[src/rtl/rv32m_pkg.sv]
// rtl/rv32m_pkg.sv - shared types, constants and helpers for the RV32M sequential divider
//
// Purpose: operation and state encodings plus small decode helpers used by
// seq_div_unit. The operation encoding matches funct3[1:0] of DIV/DIVU/REM/REMU.
package rv32m_pkg;

  localparam int XLEN_C    = 32;
  localparam int DIV_STEPS = 32;

  typedef enum logic [1:0] {
    DIV  = 2'b00,
    DIVU = 2'b01,
    REM  = 2'b10,
    REMU = 2'b11
  } div_op_e;

  typedef enum logic [1:0] {
    IDLE = 2'b00,
    CALC = 2'b01,
    FIN  = 2'b10
  } div_state_e;

  // funct3[0] clear means the signed flavour (DIV, REM).
  function automatic logic is_signed(input div_op_e op);
    return ~op[0];
  endfunction

  // funct3[1] set selects the remainder (REM, REMU).
  function automatic logic want_rem(input div_op_e op);
    return op[1];
  endfunction

endpackage

[src/rtl/div_step.sv]
// rtl/div_step.sv - one combinational radix-2 restoring-division iteration
//
// Purpose: shifts {rem,quo} left by one, trial-subtracts the divisor from the
// widened partial remainder and keeps the difference when it is non-negative.
// Ports:
//   rem_in   partial remainder before the step
//   quo_in   quotient/dividend shift register before the step
//   divisor  divisor magnitude
//   rem_out  partial remainder after the step
//   quo_out  quotient/dividend shift register after the step
module div_step #(
  parameter int W = 32
) (
  input  logic [W-1:0] rem_in,
  input  logic [W-1:0] quo_in,
  input  logic [W-1:0] divisor,
  output logic [W-1:0] rem_out,
  output logic [W-1:0] quo_out
);

  logic [W:0]   rem_sh;
  logic [W-1:0] diff;
  logic         fits;

  // The shifted remainder can reach 2*divisor-1, so it needs one extra bit.
  assign rem_sh = {rem_in, quo_in[W-1]};
  assign fits   = (rem_sh >= {1'b0, divisor});
  // When the divisor fits, the true difference is below the divisor, so the
  // low W bits of the subtraction are exact.
  assign diff   = rem_sh[W-1:0] - divisor;

  always_comb begin
    rem_out = fits ? diff : rem_sh[W-1:0];
    quo_out = {quo_in[W-2:0], fits};
  end

endmodule

[src/rtl/seq_div_unit.sv]
// rtl/seq_div_unit.sv - multi-cycle radix-2 restoring divider for RV32M DIV/DIVU/REM/REMU
//
// Purpose: accepts one op when start && ready, iterates one quotient bit per
// clock, applies sign fixup and strobes done for one cycle with the tagged result.
// Optional macro DIV_SPECIAL_FASTPATH_EN: divide-by-zero and signed overflow
// skip the iteration and complete one clock after the start cycle.
// Ports:
//   clk, rst         clock, synchronous active-high reset
//   start, flush     op request, pipeline flush (abandons in-flight op)
//   op, rs1, rs2     operation (funct3[1:0]), dividend, divisor
//   tag_in           rd of the request
//   ready            high while IDLE
//   done             one-cycle completion strobe
//   result, tag_out  quotient or remainder and its tag, valid with done
module seq_div_unit
  import rv32m_pkg::*;
#(
  parameter int XLEN  = XLEN_C,
  parameter int TAG_W = 5
) (
  input  logic             clk,
  input  logic             rst,
  input  logic             start,
  input  logic             flush,
  input  logic [1:0]       op,
  input  logic [XLEN-1:0]  rs1,
  input  logic [XLEN-1:0]  rs2,
  input  logic [TAG_W-1:0] tag_in,
  output logic             ready,
  output logic             done,
  output logic [XLEN-1:0]  result,
  output logic [TAG_W-1:0] tag_out
);

  localparam int CNT_W = $clog2(DIV_STEPS);

  div_state_e       state_q, state_d;
  logic [CNT_W-1:0] cnt_q, cnt_d;
  logic [XLEN-1:0]  rem_q, rem_d;
  logic [XLEN-1:0]  quo_q, quo_d;
  logic [XLEN-1:0]  dvs_q, dvs_d;
  div_op_e          op_q, op_d;
  logic [TAG_W-1:0] tag_q, tag_d;
  logic             sa_q, sa_d;
  logic             sb_q, sb_d;
  logic             dz_q, dz_d;
  logic             done_q, done_d;
  logic [XLEN-1:0]  result_q, result_d;
  logic [TAG_W-1:0] tag_out_q, tag_out_d;

  div_op_e         op_in;
  logic            sgn_in;
  logic [XLEN-1:0] rs1_abs;
  logic [XLEN-1:0] rs2_abs;
  logic [XLEN-1:0] step_rem;
  logic [XLEN-1:0] step_quo;
  logic [XLEN-1:0] quo_fix;
  logic [XLEN-1:0] rem_fix;

  assign op_in   = div_op_e'(op);
  assign sgn_in  = is_signed(op_in);
  assign rs1_abs = (sgn_in && rs1[XLEN-1]) ? -rs1 : rs1;
  assign rs2_abs = (sgn_in && rs2[XLEN-1]) ? -rs2 : rs2;

  div_step #(.W(XLEN)) u_step (
    .rem_in  (rem_q),
    .quo_in  (quo_q),
    .divisor (dvs_q),
    .rem_out (step_rem),
    .quo_out (step_quo)
  );

  // A zero divisor leaves quo all ones and rem = |rs1|; suppressing the
  // quotient negation and negating rem by sa restores rs1 itself.
  assign quo_fix = (is_signed(op_q) && (sa_q != sb_q) && !dz_q) ? -quo_q : quo_q;
  assign rem_fix = (is_signed(op_q) && sa_q) ? -rem_q : rem_q;

`ifdef DIV_SPECIAL_FASTPATH_EN
  localparam logic [XLEN-1:0] MIN_NEG = {1'b1, {(XLEN-1){1'b0}}};
  logic ovf_in;
  assign ovf_in = sgn_in && (rs1 == MIN_NEG) && (rs2 == '1);
`endif

  always_comb begin
    state_d   = state_q;
    cnt_d     = cnt_q;
    rem_d     = rem_q;
    quo_d     = quo_q;
    dvs_d     = dvs_q;
    op_d      = op_q;
    tag_d     = tag_q;
    sa_d      = sa_q;
    sb_d      = sb_q;
    dz_d      = dz_q;
    done_d    = 1'b0;
    result_d  = result_q;
    tag_out_d = tag_out_q;

    unique case (state_q)
      IDLE: begin
        if (start && !flush) begin
          op_d    = op_in;
          tag_d   = tag_in;
          sa_d    = rs1[XLEN-1];
          sb_d    = rs2[XLEN-1];
          dz_d    = (rs2 == '0);
          rem_d   = '0;
          quo_d   = rs1_abs;
          dvs_d   = rs2_abs;
          cnt_d   = CNT_W'(DIV_STEPS - 1);
          state_d = CALC;
`ifdef DIV_SPECIAL_FASTPATH_EN
          // Preload the pre-fixup values the full iteration would reach.
          if (rs2 == '0) begin
            quo_d   = '1;
            rem_d   = rs1_abs;
            state_d = FIN;
          end else if (ovf_in) begin
            quo_d   = MIN_NEG;
            rem_d   = '0;
            state_d = FIN;
          end
`endif
        end
      end
      CALC: begin
        if (flush) begin
          state_d = IDLE;
        end else begin
          rem_d = step_rem;
          quo_d = step_quo;
          if (cnt_q == '0) begin
            state_d = FIN;
          end else begin
            cnt_d = cnt_q - CNT_W'(1);
          end
        end
      end
      FIN: begin
        state_d = IDLE;
        if (!flush) begin
          done_d    = 1'b1;
          result_d  = want_rem(op_q) ? rem_fix : quo_fix;
          tag_out_d = tag_q;
        end
      end
      default: state_d = IDLE;
    endcase
  end

  always_ff @(posedge clk) begin
    if (rst) begin
      state_q   <= IDLE;
      cnt_q     <= '0;
      rem_q     <= '0;
      quo_q     <= '0;
      dvs_q     <= '0;
      op_q      <= DIV;
      tag_q     <= '0;
      sa_q      <= 1'b0;
      sb_q      <= 1'b0;
      dz_q      <= 1'b0;
      done_q    <= 1'b0;
      result_q  <= '0;
      tag_out_q <= '0;
    end else begin
      state_q   <= state_d;
      cnt_q     <= cnt_d;
      rem_q     <= rem_d;
      quo_q     <= quo_d;
      dvs_q     <= dvs_d;
      op_q      <= op_d;
      tag_q     <= tag_d;
      sa_q      <= sa_d;
      sb_q      <= sb_d;
      dz_q      <= dz_d;
      done_q    <= done_d;
      result_q  <= result_d;
      tag_out_q <= tag_out_d;
    end
  end

  assign ready   = (state_q == IDLE);
  assign done    = done_q;
  assign result  = result_q;
  assign tag_out = tag_out_q;

endmodule

[config.mk]
export PLATFORM = sky130hd
export DESIGN_NAME = seq_div_unit
export DESIGN_NICKNAME = d
export VERILOG_FILES = /design/src/rtl/rv32m_pkg.sv /design/src/rtl/div_step.sv /design/src/rtl/seq_div_unit.sv
export SDC_FILE = /design/constraint.sdc
export NUM_CORES = 1
export LEC_CHECK = 0
export CORE_ASPECT_RATIO = 0.8
export CORE_MARGIN = 3
export CORE_UTILIZATION = 52
export DETAILED_ROUTE_END_ITERATION = 12
export GPL_TIMING_DRIVEN = 1
export PLACE_DENSITY_LB_ADDON = 0.3
export SETUP_SLACK_MARGIN = 0.05
export SLEW_MARGIN = 10
export SYNTH_ARGS = -nofsm -noshare
export SYNTH_HDL_FRONTEND = slang
export SYNTH_SLANG_ARGS = --single-unit
[constraint.sdc]
create_clock -name clk -period 2.7 [get_ports clk]
set_clock_uncertainty 0.05 [all_clocks]
set_input_delay 0.405 -clock clk [delete_from_list [all_inputs] [get_ports clk]]
set_output_delay 0.405 -clock clk [all_outputs]
set_load 0.02 [all_outputs]
==> results of run 1 <==
## through the flow
step	total power [mW]	worst slack, ns
after CTS	6.60	-0.212
final	6.74	-0.186
after floorplan	3.41	-0.0756
after global routing	6.98	-0.239
after global placement	4.09	-0.584
after detailed placement	4.13	-0.634
## logic make-up after synthesis
logic type | count (synthesis) | share of synthesized area (%)
multiplexers | 18 | 1.73
flip-flops | 151 | 29.0
AO/OA/AOI/OAI | 441 | 27.2
adder cells (fa/ha/maj) | 39 | 4.75
AND/OR/NAND/NOR | 442 | 20.7
buffers and inverters | 137 | 5.42
XOR/XNOR | 133 | 11.2
## per-layer routing
layer / global-route usage (%) / vias to the layer above / part of all wire [%] / wire [um]
met2: 46.5 / 585 / 44 / 15600
met1: 46.2 / 5453 / 45 / 15900
met5: 0 / - / 0 / 0
met3: 5.63 / 48 / 10 / 3630
met4: 8.08 / 0 / 1.6 / 556
li1: - / 5466 / - / -
## final cells by class
cell class / count / area [um2]
fill: 1370 / 4870
timing repair buffer: 343 / 2900
sequential: 151 / 3040
tap: 258 / 323
inverter: 57 / 214
clock inverter: 14 / 156
clock buffer: 18 / 439
multi-input combinational: 1073 / 7380
## worst register-to-register path, stage by stage, from the launching register on
cell      delay (ns)
dfxtp_2         0.33
inv_2           0.06
ha_4            0.13
inv_2           0.04
fa_2            0.38
a21oi_4         0.16
o221ai_2        0.13
a31o_2          0.25
a211o_1         0.33
and3_4          0.22
o211ai_1        0.26
and3b_1         0.21
o31ai_1         0.07
a22o_1          0.17
## cell usage in the layout (no fill, tap or decap), drive strengths merged, types with 10 or more instances in the layout
cell,Yosys,layout
o41ai,14,14
mux2i,18,18
dfxtp,151,151
nand3,19,19
o31ai,26,26
o211ai,29,29
clkbuf,68,20
o21ai,108,108
or3,23,23
or4,16,16
a21o,19,19
nor2,136,136
a211oi,45,45
nor4,10,10
inv,57,65
a21oi,135,135
nor3,29,29
a221oi,11,11
buf,11,234
xnor2,62,62
nand2b,10,10
ha,38,38
clkdlybuf4s50,1,101
nand2,153,153
xor2,71,71
## synth_stat cells, types with 6 or more instances
cell	n	area share, %
nand2_1	151	5.4
mux2i_1	18	1.7
nor3_1	27	1.3
o211ai_1	29	2.1
or4_1	8	0.58
o21bai_1	6	0.43
ha_1	38	4.6
o21ai_0	97	4.7
or4_4	7	0.76
nor4_1	7	0.42
inv_1	57	2.1
a21o_1	19	1.4
a311oi_1	9	0.76
o31ai_1	24	1.7
a221oi_1	10	0.84
nand2b_1	10	0.60
or3_1	19	1.1
nand3_1	19	0.91
xor2_1	71	6.0
a211oi_1	45	3.2
a21oi_1	135	6.5
o21ai_1	11	0.53
o41ai_1	10	0.84
a32oi_1	9	0.76
a31oi_1	6	0.36
dfxtp_1	151	29
nor2_1	136	4.9
nor3b_1	6	0.43
clkbuf_1	65	2.3
xnor2_1	62	5.2
nand4_1	8	0.48
and2_1	6	0.36
and3_1	7	0.42
## power by group
part | internal (mW) | total [mW] | switching (mW)
Sequential | 2.32 | 2.41 | 0.0866
Clock | 1.34 | 2.44 | 1.10
Combinational | 0.856 | 1.89 | 1.03
## sequential cells by signal, summed over array words and instances (netlist names), 2 cells and up
register,flops
dvs_q,32
op_q,2
quo_q,32
rem_q,32
result,32
cnt_q,5
tag_out,5
state_q,2
tag_q,5
## timing repair
| action | CTS | global route |
|---|---|---|
| hold buffers | 0 | 0 |
| hold endpoints to repair | 0 | 0 |
| resized for setup | 57 | 81 |
| setup endpoints to repair | 54 | 59 |
| pin swaps | 39 | 45 |
| setup buffers | 11 | 7 |
## path summary, 6_finish.rpt
kind,end,cells after the start,slack [ns]
hold reg to reg,result[29],2,0.40
setup / recovery,rem_q[30],13,-0.19
setup reg to reg,rem_q[30],13,-0.19
hold / removal,quo_q[24],2,0.28
==> impl_metrics.toml, run 1 <==
[run_status]
outcome = "complete, but fails checks"
failed_checks = "negative setup slack"

[yosys]
synth_edf_count = 0
synth_nets = 1475
synth-seq-area-share_pct = 29.0
yosys_warnings = 0
synth-seq-cells = 151
syn_area_per_cell_um2 = 7.66
synth_ff_type = "dfxtp_1"
synth_area_mm2 = 0.0104
synth_cells = 1361
ys_types = 83
synth-async-reset-ratio_pct = 0

[routing]
drt-vias-per-instance = 6.04
dr.pass1.iters = 5
vias = 11600
routedWlPerCell_um = 18.6
ant_nets = 0
wirelength_um = 35600
first_iter_violations = 1253
drc = 0

[setup_path]
cp_max_fo = 3
cp_data_required_time_ns = 2.98
rr_startpoint = "quo_q[31]"
crit_chain = "inv_2 -> ha_4 -> inv_2 -> fa_2 -> a21oi_4 -> o221ai_2 -> a31o_2 -> a211o_1 -> and3_4 -> o211ai_1 -> and3b_1 -> o31ai_1 -> a22o_1"
cpPeakStageDelay_ns = 0.38
crit_top_cell = "inv_2"
path_class = "register to register"
crit_start = "quo_q[31]"
cp.arrival_ns = 3.17
crit_slowest_cell = "fa_2"
cp-start-kind = "register"
crit_family = "compound AO/OA/AOI/OAI gates"
cp.buffers_inverters = 2
critPathCaptureType = "register"

[floorplan]
dieArea_mm2 = 0.0218
core_area_mm2 = 0.0193
die_w_um = 164
rows = 45
start_util_pct = 54.0
ios = 114
die_h_um = 133

[place]
finalWeightedCongestion = 1.01
dp.cells = 1865
dpl.hpwl_um = 25800
port_buffers = 113
dpl-instance-area_mm2 = 0.0133

[timing]
max_freq_ghz = 0.346
setup_ws_ns = -0.186
hold_viol = 0
timing.slew.headroom_pct = 36.4
hold-worst-slack_ns = 0.279
tightest_slew_ns = 0.954
rsz0062_at_grt = "true"
maxSlewViolCount = 0
finalCriticalPeriod_ns = 2.89
setup_viol = 6
fin_crit_sh_pct = 107
fin_tns_setup_ns = -0.492

[power]
ir_drop_v = 0.000338
p_leak_nw = 5.78
power_density_mw_per_mm2 = 466

[grt]
antenna_found_initial = 0
grt_pass1_wl_um = 54700
grt.overflow.total = 0
grt_max_degree = 94
grt_use_total_pct = 31.2
grt_pass1_vias = 10500

[finish]
antenna_cells = 0
fin_util_pct = 74.8
drive_gt1_share_pct = 23.5
nets = 1757
syn_to_final_growth_pct = 38.6
fin_area_mm2 = 0.0144
stdcell_count = 1914

[clock_tree]
cts_sinks = 151
numCtsBuffers = 17
clockRootBuffer = "clkbuf_16"
clkTransAtPathRegs_ns = 0.07
clockBufferDepth = 2
cts_tree = "done"
h-tree-depth = 4
clock_latency_ns = 0.44

[min_path]
hp-class = "input pin to register"
min-delay-start = "rst"

[job]
maxCapViolations = 0
Note: power is estimated with default switching activity, not from simulation.
==> run 2, diff against run 1 <==
--- a/config.mk
+++ b/config.mk
@@ -5,9 +5,10 @@
 export SDC_FILE = /design/constraint.sdc
 export NUM_CORES = 1
 export LEC_CHECK = 0
+export ABC_AREA = 1
 export CORE_ASPECT_RATIO = 0.8
 export CORE_MARGIN = 3
-export CORE_UTILIZATION = 52
+export CORE_UTILIZATION = 54
 export DETAILED_ROUTE_END_ITERATION = 12
 export GPL_TIMING_DRIVEN = 1
 export PLACE_DENSITY_LB_ADDON = 0.3
==> impl_metrics.toml, run 2 <==
[finish]
num-fill-cells = 2206
drive_gt1_share_pct = 6.01
nets = 2346
fin_util_pct = 64.5
antenna_cells = 0
multi_input_area_mm2 = 0.00786
regArea_mm2 = 0.00302
layout_common_cells = "nand2_1, inv_1, nand3_1, nor2_1, a21oi_1"
fin_area_mm2 = 0.0146
layout_commonest_cell = "nand2_1"
syn_to_final_growth_pct = 16.4

[yosys]
synth_top_area_share_pct = 24.1
synth.most_common_cell = "nand2_1"
yosys.area.top_type = "dfxtp_1"
synth-async-reset-ratio_pct = 0
synth_commonest_cells = "nand2_1, inv_1, nand3_1, nor2_1, a21oi_1"
synth_ff_type = "dfxtp_1"
synth.area.top_cells = "dfxtp_1, nand2_1, inv_1"
synth_cells = 2148
syn_area_per_cell_um2 = 5.83
synth_area_mm2 = 0.0125
synth-seq-area-share_pct = 24.1
ys_types = 45
yosys_warnings = 0
synth-seq-cells = 151
synth_nets = 2262
synth_edf_count = 0

[timing]
fin_crit_sh_pct = 91.1
fin_tns_setup_ns = 0
rsz0062_at_grt = "false"
timing.slew.headroom_pct = 47.1
hold-worst-slack_ns = 0.420
hold_viol = 0
max_freq_ghz = 0.406
tightest_slew_ns = 0.789
maxSlewViolCount = 0
finalCriticalPeriod_ns = 2.46
setup_viol = 0

[floorplan]
core_area_mm2 = 0.0226
die_h_um = 142
start_util_pct = 55.4
rows = 49
die_w_um = 176
dieArea_mm2 = 0.0251
ios = 114

[grt]
grt_max_degree = 99
grt_use_total_pct = 32.0
antenna_found_initial = 0
grt_pass1_wl_um = 65200
grt.overflow.total = 0
grt_pass1_vias = 12500

[routing]
routedWlPerCell_um = 15.9
first_iter_violations = 1477
drc = 0
dr.pass1.iters = 9
ant_nets = 0
drt-vias-per-instance = 5.58
wirelength_um = 40700
vias = 14200

[power]
p_leak_nw = 7.31
internal_power_mw = 4.23
swShare_pct = 37.2
ir_drop_v = 0.000455
p_clk_share_pct = 36.1
p_seq_share_pct = 36.2
p_comb_share_pct = 27.8
total_power_mw = 6.74
power_density_mw_per_mm2 = 462
p_switching_mw = 2.51

[min_path]
hold_path_end = "dz_q"
min-delay-start = "dz_q"
worst_hold_path.num_cells = 2
hp-class = "register to register"

[place]
port_buffers = 113
dpl-instance-area_mm2 = 0.0140
dpl.hpwl_um = 31600
finalWeightedCongestion = 1.00

[clock_tree]
numCtsBuffers = 17
clockBufferDepth = 2
clockRootBuffer = "clkbuf_16"
ctsResizeCount = 0
h-tree-depth = 4
cts_sinks = 151
cts_tree = "done"
clock_latency_ns = 0.44
clkTransAtPathRegs_ns = 0.08
cts_setup_buffers = 0
cts_hold_buf = 0

[job]
maxCapViolations = 0

[setup_path]
rr_endpoint = "rem_q[16]"
cp.arrival_ns = 2.70
cp-start-kind = "register"
cp_max_fo = 32
r2r_cells = 15
r2r_slack_ns = 0.24
critPathCaptureType = "register"
cp_data_required_time_ns = 2.94
path_class = "register to register"
rr_startpoint = "dvs_q[19]"

[run_status]
outcome = "finished, final reports clean"
run 2: layer usage:
metal	GRT usage, %	up-vias	part of all wire (%)
li1	-	7112	-
met1	47.9	6471	47
met2	48.0	608	42
met3	6.32	50	9.0
met4	5.79	0	1.2
met5	0	-	0
run 2: cell type report:
type | count | area share, %
Multi-Input combinational cell | 1574 | 53.9
Sequential cell | 151 | 20.7
Timing Repair Buffer | 145 | 9.74
Inverter | 343 | 8.83
Clock buffer | 17 | 2.92
Tap cell | 306 | 2.63
Clock inverter | 15 | 1.23
run 2: worst max-delay path, stage by stage (launching register included):
cell and delay (ns):
dfxtp_1 0.33, inv_1 0.08, ha_1 0.38, nand2_2 0.16
inv_1 0.05, nand2_1 0.06, nand2_1 0.08, nand2_1 0.07
nand2_1 0.09, nand2_1 0.12, nand3_2 0.11, nor2_4 0.19
buf_12 0.25, nand3_2 0.08, nand3_1 0.11, a21oi_1 0.09
run 2: per-stage QoR:
step	setup WS, ns	cells
3_3_place_gp	0.194	2519
6_report	0.239	2551
3_5_place_dp	0.0856	2519
4_1_cts	0.189	2551
5_1_grt	0.0593	2551
2_1_floorplan	0.768	2148
run 2: worst max-delay path by stage:
stage / to / cells after the start / slack (ns) / from
2_1_floorplan: rem_q[0] / 14 / 0.77 / rem_q[19]
6_report: rem_q[16] / 15 / 0.24 / dvs_q[19]
5_1_grt: rem_q[28] / 15 / 0.06 / quo_q[31]
3_3_place_gp: quo_q[26] / 14 / 0.19 / rs1[0]
4_1_cts: rem_q[23] / 12 / 0.19 / rem_q[18]
3_5_place_dp: quo_q[28] / 13 / 0.09 / rs1[0]
run 2: power groups by stage:
stage,clock [mW],sequential [mW],combinational [mW]
after floorplan,0,2.46,1.25
final,2.43,2.44,1.87
after global routing,2.55,2.45,2.08
after CTS,2.45,2.43,1.83
after detailed placement,0,2.48,1.81
after global placement,0,2.48,1.79
run 2: logic make-up after synthesis:
family          share of synthesized area, %
xor+xnor                                2.80
compound gates                          17.3
flops                                   24.1
simple gates                            38.6
fa+ha+maj                               3.96
buf+inv                                 13.2
